## src/rtl/crypto_sequencer_if.sv

```systemverilog
// Data-memory port plus job control/status of the LFSR cipher sequencer.
// master = sequencer side, slave = memory / job owner side.
interface crypto_sequencer_if;
  logic       mode;
  logic [7:0] mem_addr;
  logic       mem_wr_en;
  logic [7:0] mem_wdata;
  logic [7:0] mem_rdata;
  logic       busy;
  logic       done;

  modport master (
    input  mode, mem_rdata,
    output mem_addr, mem_wr_en, mem_wdata, busy, done
  );

  modport slave (
    output mode, mem_rdata,
    input  mem_addr, mem_wr_en, mem_wdata, busy, done
  );
endinterface

```

## src/rtl/crypto_sequencer.sv

```systemverilog
// Sequences one LFSR stream-cipher pass (encrypt: pad+XOR into the frame; decrypt: XOR back to plaintext).
// Latency: encrypt 109 edges, decrypt 4+pre_eff+82 edges; no backpressure, memory answers every read next cycle.
module crypto_sequencer #(
  parameter int         MSG_LEN   = 41,
  parameter int         FRAME_LEN = 64,
  parameter int         CFG_BASE  = 41,
  parameter int         CT_BASE   = 64,
  parameter logic [7:0] PAD_CHAR  = 8'h20
) (
  input logic                CLK,
  input logic                start,
  crypto_sequencer_if.master bus
);

  localparam logic [7:0] PRE_MAX = 8'(FRAME_LEN - MSG_LEN);
  localparam logic [7:0] CFG_A   = 8'(CFG_BASE);
  localparam logic [7:0] CT_A    = 8'(CT_BASE);
  localparam logic [7:0] MSG_L   = 8'(MSG_LEN);
  localparam logic [7:0] LAST_PT = 8'(MSG_LEN - 1);
  localparam logic [7:0] LAST_CT = 8'(FRAME_LEN - 1);

  typedef enum logic [2:0] {
    S_IDLE, S_LOAD, S_SKIP, S_RD, S_WR, S_PAD, S_DONE
  } state_t;

  state_t     state_q, state_d;
  logic [7:0] cnt_q, cnt_d;
  logic [7:0] pre_q, pre_d;
  logic [7:0] taps_q, taps_d;
  logic [7:0] lfsr_q, lfsr_d;
  logic [7:0] addr_q, addr_d;
  logic [7:0] wdata_q, wdata_d;
  logic       mode_q, mode_d;
  logic       wr_en;
  logic [7:0] lfsr_step;
  logic [7:0] cnt_inc;
  logic       next_in_msg;

  assign lfsr_step   = {lfsr_q[6:0], ^(lfsr_q & taps_q)};
  assign cnt_inc     = cnt_q + 8'd1;
  // Frame index cnt+1 falls inside the message window [pre_eff, pre_eff+MSG_LEN)
  assign next_in_msg = (cnt_inc >= pre_q) && (cnt_inc < pre_q + MSG_L);

  always_comb begin
    state_d = state_q;
    cnt_d   = cnt_q;
    pre_d   = pre_q;
    taps_d  = taps_q;
    lfsr_d  = lfsr_q;
    mode_d  = mode_q;
    addr_d  = addr_q;
    wdata_d = wdata_q;
    wr_en   = 1'b0;
    case (state_q)
      S_IDLE: begin
        // Cycle 0 of the load is the cycle before edge 1, so the first read is already presented here
        if (!start) begin
          addr_d  = CFG_A;
          mode_d  = bus.mode;
          cnt_d   = 8'd1;
          state_d = S_LOAD;
        end
      end
      S_LOAD: begin
        case (cnt_q)
          8'd1: begin
            addr_d = CFG_A + 8'd1;
            pre_d  = (bus.mem_rdata > PRE_MAX) ? PRE_MAX : bus.mem_rdata;
            cnt_d  = 8'd2;
          end
          8'd2: begin
            addr_d = CFG_A + 8'd2;
            taps_d = bus.mem_rdata;
            cnt_d  = 8'd3;
          end
          default: begin
            lfsr_d = bus.mem_rdata;
            cnt_d  = 8'd0;
            if (mode_q) state_d = (pre_q == 8'd0) ? S_RD : S_SKIP;
            else        state_d = (pre_q == 8'd0) ? S_RD : S_PAD;
          end
        endcase
      end
      S_SKIP: begin
        lfsr_d = lfsr_step;
        if (cnt_inc == pre_q) begin
          cnt_d   = 8'd0;
          state_d = S_RD;
        end else begin
          cnt_d = cnt_inc;
        end
      end
      S_RD: begin
        addr_d  = mode_q ? (CT_A + pre_q + cnt_q) : (cnt_q - pre_q);
        state_d = S_WR;
      end
      S_WR, S_PAD: begin
        wr_en   = 1'b1;
        addr_d  = mode_q ? cnt_q : (CT_A + cnt_q);
        wdata_d = ((state_q == S_PAD) ? PAD_CHAR : bus.mem_rdata) ^ lfsr_q;
        lfsr_d  = lfsr_step;
        if (mode_q) begin
          if (cnt_q == LAST_PT) state_d = S_DONE;
          else begin
            cnt_d   = cnt_inc;
            state_d = S_RD;
          end
        end else begin
          if (cnt_q == LAST_CT) state_d = S_DONE;
          else begin
            cnt_d   = cnt_inc;
            state_d = next_in_msg ? S_RD : S_PAD;
          end
        end
      end
      S_DONE:  state_d = S_DONE;
      default: state_d = S_IDLE;
    endcase
  end

  assign bus.mem_addr  = addr_d;
  assign bus.mem_wdata = wdata_d;
  assign bus.mem_wr_en = wr_en;
  assign bus.busy      = (state_q != S_IDLE) && (state_q != S_DONE);
  assign bus.done      = (state_q == S_DONE);

  always_ff @(posedge CLK) begin
    if (start) begin
      state_q <= S_IDLE;
      cnt_q   <= 8'd0;
      pre_q   <= 8'd0;
      taps_q  <= 8'd0;
      lfsr_q  <= 8'd0;
      mode_q  <= 1'b0;
      addr_q  <= 8'd0;
      wdata_q <= 8'd0;
    end else begin
      state_q <= state_d;
      cnt_q   <= cnt_d;
      pre_q   <= pre_d;
      taps_q  <= taps_d;
      lfsr_q  <= lfsr_d;
      mode_q  <= mode_d;
      addr_q  <= addr_d;
      wdata_q <= wdata_d;
    end
  end

endmodule

```

## src/flat_wrapper.sv

```systemverilog
// flat-port wrapper written by rule: the top's interface ports become plain ports
module crypto_sequencer_flat 
#(
  parameter int         MSG_LEN   = 41,
  parameter int         FRAME_LEN = 64,
  parameter int         CFG_BASE  = 41,
  parameter int         CT_BASE   = 64,
  parameter logic [7:0] PAD_CHAR  = 8'h20
)
  (CLK, start, bus_mode, bus_mem_rdata, bus_mem_addr, bus_mem_wr_en, bus_mem_wdata, bus_busy, bus_done);
  crypto_sequencer_if bus_i ();
  input logic CLK;
  input logic start;
  input wire logic [$bits(bus_i.mode)-1:0] bus_mode;
  input wire logic [$bits(bus_i.mem_rdata)-1:0] bus_mem_rdata;
  output wire logic [$bits(bus_i.mem_addr)-1:0] bus_mem_addr;
  output wire logic [$bits(bus_i.mem_wr_en)-1:0] bus_mem_wr_en;
  output wire logic [$bits(bus_i.mem_wdata)-1:0] bus_mem_wdata;
  output wire logic [$bits(bus_i.busy)-1:0] bus_busy;
  output wire logic [$bits(bus_i.done)-1:0] bus_done;
  assign bus_i.mode = bus_mode;
  assign bus_i.mem_rdata = bus_mem_rdata;
  assign bus_mem_addr = bus_i.mem_addr;
  assign bus_mem_wr_en = bus_i.mem_wr_en;
  assign bus_mem_wdata = bus_i.mem_wdata;
  assign bus_busy = bus_i.busy;
  assign bus_done = bus_i.done;
  crypto_sequencer #(.MSG_LEN(MSG_LEN), .FRAME_LEN(FRAME_LEN), .CFG_BASE(CFG_BASE), .CT_BASE(CT_BASE), .PAD_CHAR(PAD_CHAR)) u_core (.CLK(CLK), .start(start), .bus(bus_i));
endmodule
```

## config.mk

```make
export PLATFORM = sky130hd
export DESIGN_NAME = crypto_sequencer_flat
export DESIGN_NICKNAME = d
export VERILOG_FILES = /design/src/rtl/crypto_sequencer_if.sv /design/src/rtl/crypto_sequencer.sv /design/src/flat_wrapper.sv
export SDC_FILE = /design/constraint.sdc
export NUM_CORES = 1
export LEC_CHECK = 0
export CELL_PAD_IN_SITES_DETAIL_PLACEMENT = 1
export CELL_PAD_IN_SITES_GLOBAL_PLACEMENT = 1
export CORE_ASPECT_RATIO = 0.9
export CORE_UTILIZATION = 45
export DETAILED_ROUTE_END_ITERATION = 7
export PLACE_DENSITY_LB_ADDON = 0.1
export REMOVE_ABC_BUFFERS = 1
export SLEW_MARGIN = 0
export SYNTH_ARGS = -nofsm -noshare
export SYNTH_HDL_FRONTEND = slang
export SYNTH_SLANG_ARGS = --single-unit
```

## constraint.sdc

```tcl
create_clock -name CLK -period 3.09 [get_ports CLK]
set_input_delay 0.309 -clock CLK [delete_from_list [all_inputs] [get_ports CLK]]
set_output_delay 0.309 -clock CLK [all_outputs]
set_load 0.01 [all_outputs]
```

==> After elaboration in Yosys (flattened, before gate mapping) <==
Index checks and enable logic that the tools add are counted.
{ "word_totals": {"output_inout_bits": 19, "regBits": 52, "elab_cells": 78, "in_bits": 11} }
{ "op_classes": {"order_cmp": 3, "n_eq_ne": 16, "mux": 27, "n_reduce_logical": 16, "n_bitwise": 2, "addsub": 6} }
{ "ops": {"columns": ["cell", "n"], "rows": [
  ["two-way mux 8 bit", 11],
  ["case mux 8 bit (4 select lines)", 2],
  ["case mux 8 bit (2 select lines)", 2],
  ["two-way mux 3 bit", 8],
  ["case mux 3 bit (6 select lines)", 1],
  ["adder 7 x 8 -> 8 bit (first input constant)", 2],
  ["== test 8 x 6 -> 1 bit (second input constant)", 2],
  ["== test 3 bit (second input constant)", 3],
  ["adder 8 x 1 -> 8 bit (second input constant)", 1],
  ["adder 8 x 6 -> 8 bit (second input constant)", 1],
  ["adder 8 bit", 1],
  ["AND 8 bit", 1],
  ["== test 8 x 1 -> 1 bit (second input constant)", 1],
  ["== test 8 x 2 -> 1 bit (second input constant)", 1],
  ["== test 8 bit", 1],
  ["greater-or-equal comparator 8 bit", 1],
  ["greater-than comparator 8 x 5 -> 1 bit (second input constant)", 1],
  ["zero test 8 bit", 1],
  ["less-than comparator 8 bit", 1],
  ["AND reduction 2 bit", 4],
  ["XOR reduction 8 bit", 1],
  ["subtractor 8 bit", 1],
  ["XOR 8 bit", 1],
  ["== test 3 x 2 -> 1 bit (second input constant)", 2],
  ["15 further kinds", 19]
]} }

==> Logic depth before layout (Yosys ltp) <==
Gate-level depths: netlist of run 1.
{ "logic_depth": {"word_depth": 7, "depth_mapped": 12, "depth_no_buf": 12} }

==> Worst setup path before layout of run 1 <==
No wires, ideal clock.
{ "synth_path": {"kind": "reg2reg", "from": "reg u_core.cnt_q[2]", "to": "reg u_core.cnt_q[3]", "setup_time_ps": 128, "slack_ps": 260, "path_stages_with_launch": 13, "path_buffers": 1, "required_time_ps": 2962, "period_less_slack_ps": 2830, "t_arrival_ps": 2703, "cell_sequence": "dfxtp_1 clkbuf_1 and3_1 and3_1 nand3_1 xnor2_1 ha_1 nand4_1 o311ai_0 nand2_1 and2_1 a22oi_1 nor2_1"} }
{ "synth_between": {"elab_chain_cells": 4, "word_cells_on_any_way": 12, "classes_between": "add/sub (1); eq/ne (5); mux (5); reduce/logical (1)"} }
{ "synth_rtl": {"columns": ["element", "line_no", "rtl"], "rows": [
  ["from (decl)", "crypto_sequencer.sv:27", "logic [7:0] cnt_q, cnt_d;"],
  ["from (signal assigned)", "crypto_sequencer.sv:139", "cnt_q <= cnt_d;"],
  ["adder 8 x 1 -> 8 bit", "crypto_sequencer.sv:40", "assign cnt_inc = cnt_q + 8'd1;"],
  ["== test 8 bit (tied with other cells)", "crypto_sequencer.sv:86", "if (cnt_inc == pre_q) begin"],
  ["two-way mux 8 bit (on tied branches)", "crypto_sequencer.sv:86, crypto_sequencer.sv:102", null],
  ["case mux 8 bit (4 select lines)", "crypto_sequencer.sv:54", "case (state_q)"]
]} }
Parallel ways exist; a longest one is shown, timed or not. The select of a mux whose other input is x is not followed.
A chain may end at the register's enable or synchronous reset.

==> Worst setup path after layout of run 1 <==
{ "layout_path": {"from": "reg u_core.pre_q[1]", "to": "out bus_mem_addr[3]"} }
{ "layout_between": {"elab_chain_cells": 4, "word_cells_on_any_way": 5, "classes_between": "add/sub (3); mux (2)"} }
{ "layout_rtl": {"columns": ["element", "line_no", "rtl"], "rows": [
  ["from (decl)", "crypto_sequencer.sv:28", "logic [7:0] pre_q, pre_d;"],
  ["from (signal assigned)", "crypto_sequencer.sv:140", "pre_q <= pre_d;"],
  ["adder 7 x 8 -> 8 bit", "crypto_sequencer.sv:94", "addr_d = mode_q ? (CT_A + pre_q + cnt_q) : (cnt_q - pre_q);"],
  ["adder 8 bit", "crypto_sequencer.sv:94", null],
  ["two-way mux 8 bit (*)", "crypto_sequencer.sv:94", null],
  ["case mux 8 bit (4 select lines) (*)", "crypto_sequencer.sv:54", null],
  ["to (decl)", "flat_wrapper.sv:16", "output wire logic [$bits(bus_i.mem_addr)-1:0] bus_mem_addr;"]
]} }
Mark *: on every way between the ends. The rest lies on a longest branch, timed or not.

==> results.cfg, run 1 <==
[status]
status = completed

[power_and_ir_drop]
ir_drop_uv = 494
leakagePower_nw = 2.12
p_per_area_nw_per_um2 = 823
power_mw = 4.03

[flow_run]
cap_violations = 0

[timing]
final.period_utilization_pct = 96.7
maxSlewViolCount = 0
skew_ns = 0.00791
hold_viol = 0
max_freq_mhz = 335
setup_viol = 0
tightest_slew_ns = 0.705
slew_headroom_pct = 52.3
period_minus_slack_ns = 2.99
hold_slack_ns = 0.464
rsz0062_at_grt = yes

[worst_setup_path]
worstSetupEndpointType = output port
worstSetupPathType = register to output port
critPathArrivalTime_ns = 2.68
worstSetupEndpoint = bus_mem_addr[3]
r2r-end = u_core.cnt_q[3]
crit_fanout = 3
worst_setup_path_start_kind = register
reg2reg_slack_ns = 0.17
r2r_cells = 13
worstSetupStartpoint = u_core.pre_q[1]
timing.rr.start = u_core.cnt_q[1]
critPathRequiredTime_ns = 2.78

[die]
die_h_um = 91.8
die_w_um = 102
io_pins = 30
initial_core_util_pct = 46.6
die_area_um2 = 9340
rows = 32
core_um2 = 8650

[layout]
antenna_cells = 0
nets = 618
drive_above_1_share_pct = 16.7
syn_to_final_growth_pct = 21.7
design_area_um2 = 4900

[yosys]
syn_avg_cell_area_um2 = 7.95
synth_flop_cell = dfxtp_1
synthCells = 507
ys_seq_area_share_pct = 25.8
synth-edff-count = 0
syn_area_um2 = 4030
synth_seq_cells = 52
yosys_warnings = 0
yosys.area_share.simple_pct = 21.6
synthXorXnorAreaFrac_pct = 7.83
synth_top_family_by_area = compound AO/OA/AOI/OAI gates
async_reset_ff_share_pct = 0
synth_cell_type_count = 68
yosys.area_share.adder_pct = 14.0
synth_mux_area_share_pct = 2.76
synth-compound-area-share_pct = 22.0

[clock_network]
cts_num_sinks = 52
clk_latency_ns = 0.32
numCtsBuffers = 5
clk_pin_slew_ns = 0.10
cts_buffer_depth = 2
cts_root_buffer = clkbuf_8
cts_tree = yes
h-tree-depth = 2

[detailed_routing]
dr.pass1.iters = 4
wl_met1_mm = 6.46
wl_met2_mm = 5.65
wire_per_inst_um = 18.9
viasPerCell = 5.71
drt_iter0_markers = 235
dr_wl_met3_um = 668
ant_nets = 0
drc = 0
vias = 3899
highest_layer = met4
drt_wl_total_mm = 12.9

[global_route]
grt_pass1_vias = 3899
grt_usage_pct = 28.8
grt_first_pass_wirelength_mm = 20.4
grt_remaining_overflow = 0
antenna_found_initial = 0
grt_max_degree = 32

[placement]
place.port_buffers = 29
dp_hpwl_mm = 10.0
dpl_cell_area_um2 = 4640
routabilityCongestion = 0.881

[min_path]
hp-start = u_core.taps_q[7]
hp-class = register to register
## worst min-delay path by stage
| stage | slack [ns] | depth (start not counted) | to |
|---|---|---|---|
| global route | 0.50 | 2 | u_core.taps_q[6] |
| global placement | 0.44 | 2 | u_core.taps_q[5] |
| finish | 0.46 | 2 | u_core.taps_q[7] |
| detailed placement | 0.45 | 2 | u_core.taps_q[7] |
| floorplan | 0.37 | 1 | u_core.lfsr_q[1] |
| CTS | 0.46 | 2 | u_core.taps_q[7] |
## per-layer routing
layer | vias to the layer above | GRT usage [%]
li1 | 1894 | -
met1 | 1911 | 43.2
met2 | 80 | 43.5
met3 | 14 | 3.58
met4 | 0 | 6.40
met5 | - | 0
## repair_timing
action / 4_1_cts / 5_1_grt
pin swaps: 1 / 8
gates resized for setup: 14 / 29
endpoints found under the setup margin: 7 / 11
hold buffers: 0 / 0
buffers inserted: 0 / 6
## flip-flops by register name (all words and copies together) (netlist names)
register / count
u_core.mode_q: 1
u_core.wdata_q: 8
u_core.addr_q: 8
u_core.state_q: 3
u_core.pre_q: 8
u_core.taps_q: 8
u_core.lfsr_q: 8
u_core.cnt_q: 8
## cells in the final DEF, fill, tap and decap left out, drive strengths merged, types with 8 or more instances in the layout
| master | synthesis | final |
|---|---|---|
| a211oi | 17 | 17 |
| a21oi | 38 | 38 |
| buf | 8 | 48 |
| clkbuf | 18 | 8 |
| clkdlybuf4s50 | 0 | 21 |
| dfxtp | 52 | 52 |
| ha | 42 | 42 |
| inv | 31 | 31 |
| mux2i | 10 | 10 |
| nand2 | 46 | 46 |
| nand3 | 15 | 15 |
| nor2 | 44 | 44 |
| nor2b | 23 | 23 |
| nor3 | 16 | 16 |
| o21ai | 33 | 33 |
| xnor2 | 27 | 27 |
| xor2 | 9 | 9 |
## per-stage QoR
| stage | util, % | setup TNS, ns | setup WS, ns | std cells |
|---|---|---|---|---|
| global route | 56.7 | -0.0792 | -0.0385 | 683 |
| global placement | 53.7 | 0 | 0.111 | 669 |
| detailed placement | 53.7 | -0.00360 | -0.00360 | 669 |
| floorplan | - | 0 | 0.280 | 481 |
| CTS | 55.4 | -0.0229 | -0.0229 | 677 |
| finish | 56.7 | 0 | 0.102 | 683 |
## synthesized netlist by cell type, types with 3 or more instances
| library cell | number | share of area, % |
|---|---|---|
| nor3_1 | 16 | 2.0 |
| a21oi_1 | 37 | 4.6 |
| inv_1 | 31 | 2.9 |
| o21ai_0 | 31 | 3.9 |
| nor2_1 | 44 | 4.1 |
| nand3_1 | 15 | 1.9 |
| clkbuf_1 | 18 | 1.7 |
| or3_1 | 3 | 0.47 |
| ha_1 | 42 | 13 |
| xor2_1 | 9 | 2.0 |
| a31oi_1 | 3 | 0.47 |
| and3_1 | 5 | 0.78 |
| dfxtp_1 | 52 | 26 |
| nand2b_1 | 5 | 0.78 |
| a211oi_2 | 7 | 2.2 |
| a211oi_1 | 10 | 1.9 |
| a21o_1 | 5 | 0.93 |
| nor2b_1 | 23 | 3.6 |
| a22oi_1 | 3 | 0.56 |
| and2_1 | 4 | 0.62 |
| nand2_1 | 45 | 4.2 |
| mux2i_1 | 10 | 2.5 |
| xnor2_1 | 27 | 5.9 |
## worst max-delay path, cell delays in order (launching register included)
cell and delay [ns]:
dfxtp_2 0.36, inv_1 0.06, ha_1 0.30, inv_1 0.08
ha_2 0.18, inv_1 0.06, fa_2 0.39, buf_4 0.15
xnor2_1 0.16, a21oi_1 0.10, o221ai_1 0.24, clkdlybuf4s15_1 0.28
## logic make-up (layout without fill, tap and decap cells)
group                    count (synthesis)  count (layout)
buffers and inverters                   57             114
XOR/XNOR                                36              36
adder cells (fa/ha/maj)                 44              44
AO/OA/AOI/OAI                          132             132
flip-flops                              52              52
AND/OR/NAND/NOR                        175             175
multiplexers                            11              11
## area by class of cell
| class | count | area [µm²] |
|---|---|---|
| multi-input combinational | 398 | 2850 |
| fill | 1091 | 3740 |
| sequential | 52 | 1050 |
| clock buffer | 7 | 96.3 |
| timing repair buffer | 75 | 619 |
| inverter | 31 | 116 |
| tap | 119 | 149 |
| clock inverter | 1 | 30.0 |
## report_power, final
part,switching [mW],total (mW),internal (mW)
logic,1.43,2.54,1.11
clock network,0.253,0.539,0.286
registers,0.139,0.955,0.816
(Power assumes the default switching activity.)
==> run 2: changes to the inputs <==
--- a/config.mk
+++ b/config.mk
@@ -12,7 +12,7 @@
 export DETAILED_ROUTE_END_ITERATION = 7
 export PLACE_DENSITY_LB_ADDON = 0.1
 export REMOVE_ABC_BUFFERS = 1
-export SLEW_MARGIN = 0
 export SYNTH_ARGS = -nofsm -noshare
 export SYNTH_HDL_FRONTEND = slang
 export SYNTH_SLANG_ARGS = --single-unit
+export TNS_END_PERCENT = 20
==> run 2 against run 1 <==
Net effect: combinational power about the same; core utilization decreased by 0.20 points; non-clock buffer count down 2; register-to-register slack worse by 0.02 ns; global-route usage fell by 0.080 points; critical path depth stayed put; sequential share of layout area hardly changed; critical path type unchanged; critical endpoint is now bus_mem_addr[6].
==> results.cfg, run 2 (synthesis gave the netlist of run 1 again) <==
[power_and_ir_drop]
p_comb_share_pct = 63.0
p_per_area_nw_per_um2 = 826
p_seq_share_pct = 23.6
power.share.clock_pct = 13.4
switching_share_pct = 45.3
internal-power_mw = 2.21
leakagePower_nw = 2.11
power_mw = 4.03
ir_drop_uv = 504
p_sw_mw = 1.83

[timing]
period_minus_slack_ns = 3.02
rsz0062_at_grt = yes
maxSlewViolCount = 0
setup_viol = 0
hold_viol = 0
skew_ns = 0.0100
slew_headroom_pct = 51.0
final.period_utilization_pct = 97.8
max_freq_mhz = 331
hold_slack_ns = 0.463
tightest_slew_ns = 0.725
setup_ws_ns = 0.0685

[die]
io_pins = 30
die_area_um2 = 9340
initial_core_util_pct = 46.6
core_um2 = 8650
die_h_um = 91.8
die_w_um = 102
rows = 32

[global_route]
grt_usage_pct = 28.8
grt_max_degree = 32
grt_remaining_overflow = 0
antenna_found_initial = 0
grt_pass1_vias = 3892
grt_first_pass_wirelength_mm = 20.4

[layout]
nets = 616
drive_above_1_share_pct = 16.0
layout_common_cells = dfxtp_1, nand2_1, nor2_1, buf_4, ha_1
antenna_cells = 0
design_area_um2 = 4890
layout_commonest_cell = dfxtp_1
final_core_util_pct = 56.5
syn_to_final_growth_pct = 21.3

[clock_network]
cts_tree = yes
numCtsBuffers = 5
clk_pin_slew_ns = 0.11
cts_hold_buf = 0
cts_num_sinks = 52
clk_latency_ns = 0.33
cts_root_buffer = clkbuf_8
cts_buffer_depth = 2
h-tree-depth = 2

[placement]
dpl_cell_area_um2 = 4640
post-place-ws_ns = -0.00360
place.port_buffers = 29
dp_hpwl_mm = 10.0
routabilityCongestion = 0.881

[detailed_routing]
drt_wl_total_mm = 13.0
drc = 0
ant_nets = 0
dr.pass1.iters = 5
vias = 3904
viasPerCell = 5.73
wire_per_inst_um = 19.0
drt_iter0_markers = 200

[worst_setup_path]
worstSetupPathType = register to output port
crit_fanout = 7
worst_setup_path_start_kind = register
worstSetupEndpointType = output port
critPathArrivalTime_ns = 2.71
critPathRequiredTime_ns = 2.78

[min_path]
hp-class = register to register

[flow_run]
cap_violations = 0

[status]
status = completed
-- run 2: power by group through the flow --
| stage | logic [mW] | registers [mW] | clock network [mW] |
|---|---|---|---|
| after detailed placement | 2.44 | 0.955 | 0 |
| after global placement | 2.36 | 0.945 | 0 |
| final | 2.54 | 0.954 | 0.540 |
| after global routing | 2.77 | 0.970 | 0.575 |
| after floorplan | 1.44 | 0.980 | 0 |
| after CTS | 2.45 | 0.943 | 0.551 |
-- run 2: what timing repair did --
item | 4_1_cts | 5_1_grt
setup endpoints to repair | 7 | 11
setup buffers | 0 | 4
pin swaps | 1 | 7
resized for setup | 13 | 27
-- run 2: per-layer routing --
metal / share of wire (%) / GRT usage [%] / up-vias
met1: 51 / 43.1 / 1899
met3: 5.0 / 3.58 / 16
met4: 1.3 / 6.40 / 0
li1: - / - / 1886
met5: 0 / 0 / -
met2: 43 / 43.4 / 103
-- run 2: path summary, 6_finish.rpt --
path                          from  depth (start not counted)  slack, ns          endpoint
setup / recovery   u_core.pre_q[2]                         11       0.07   bus_mem_addr[6]
setup reg to reg   u_core.cnt_q[1]                         13       0.15   u_core.cnt_q[3]
hold / removal    u_core.taps_q[7]                          2       0.46  u_core.taps_q[7]
hold reg to reg   u_core.taps_q[7]                          2       0.46  u_core.taps_q[7]
-- run 2: area by class of cell --
class / count / area, µm²
multi-input cells: 398 / 2850
fillers: 1086 / 3760
repair buffers: 73 / 604
well taps: 119 / 149
flip-flops and latches: 52 / 1040
clock buffers: 7 / 96.3
inverters: 31 / 116
clock inverters: 1 / 30.0
-- run 2: stage by stage --
stage,cells,TNS [ns]
after floorplan,481,0
after global placement,669,0
after detailed placement,669,-0.00360
after CTS,677,-0.0617
after global routing,681,-0.163
final,681,0
-- run 2: worst max-delay path, stage by stage (launching register included) --
cell	delay (ns)
dfxtp_1	0.36
inv_2	0.08
ha_4	0.31
inv_1	0.06
ha_1	0.31
a211oi_2	0.26
o21bai_1	0.11
a21oi_1	0.17
xor2_1	0.20
a2bb2oi_2	0.17
nand2_1	0.06
dlygate4sd2_1	0.30
==> run 3: changes to the inputs <==
--- a/config.mk
+++ b/config.mk
@@ -5,6 +5,7 @@
 export SDC_FILE = /design/constraint.sdc
 export NUM_CORES = 1
 export LEC_CHECK = 0
+export ABC_AREA = 0
 export CELL_PAD_IN_SITES_DETAIL_PLACEMENT = 1
 export CELL_PAD_IN_SITES_GLOBAL_PLACEMENT = 1
 export CORE_ASPECT_RATIO = 0.9
==> results of run 3 <==
No change in the layout: final DEF, timing and power equal those of run 2.
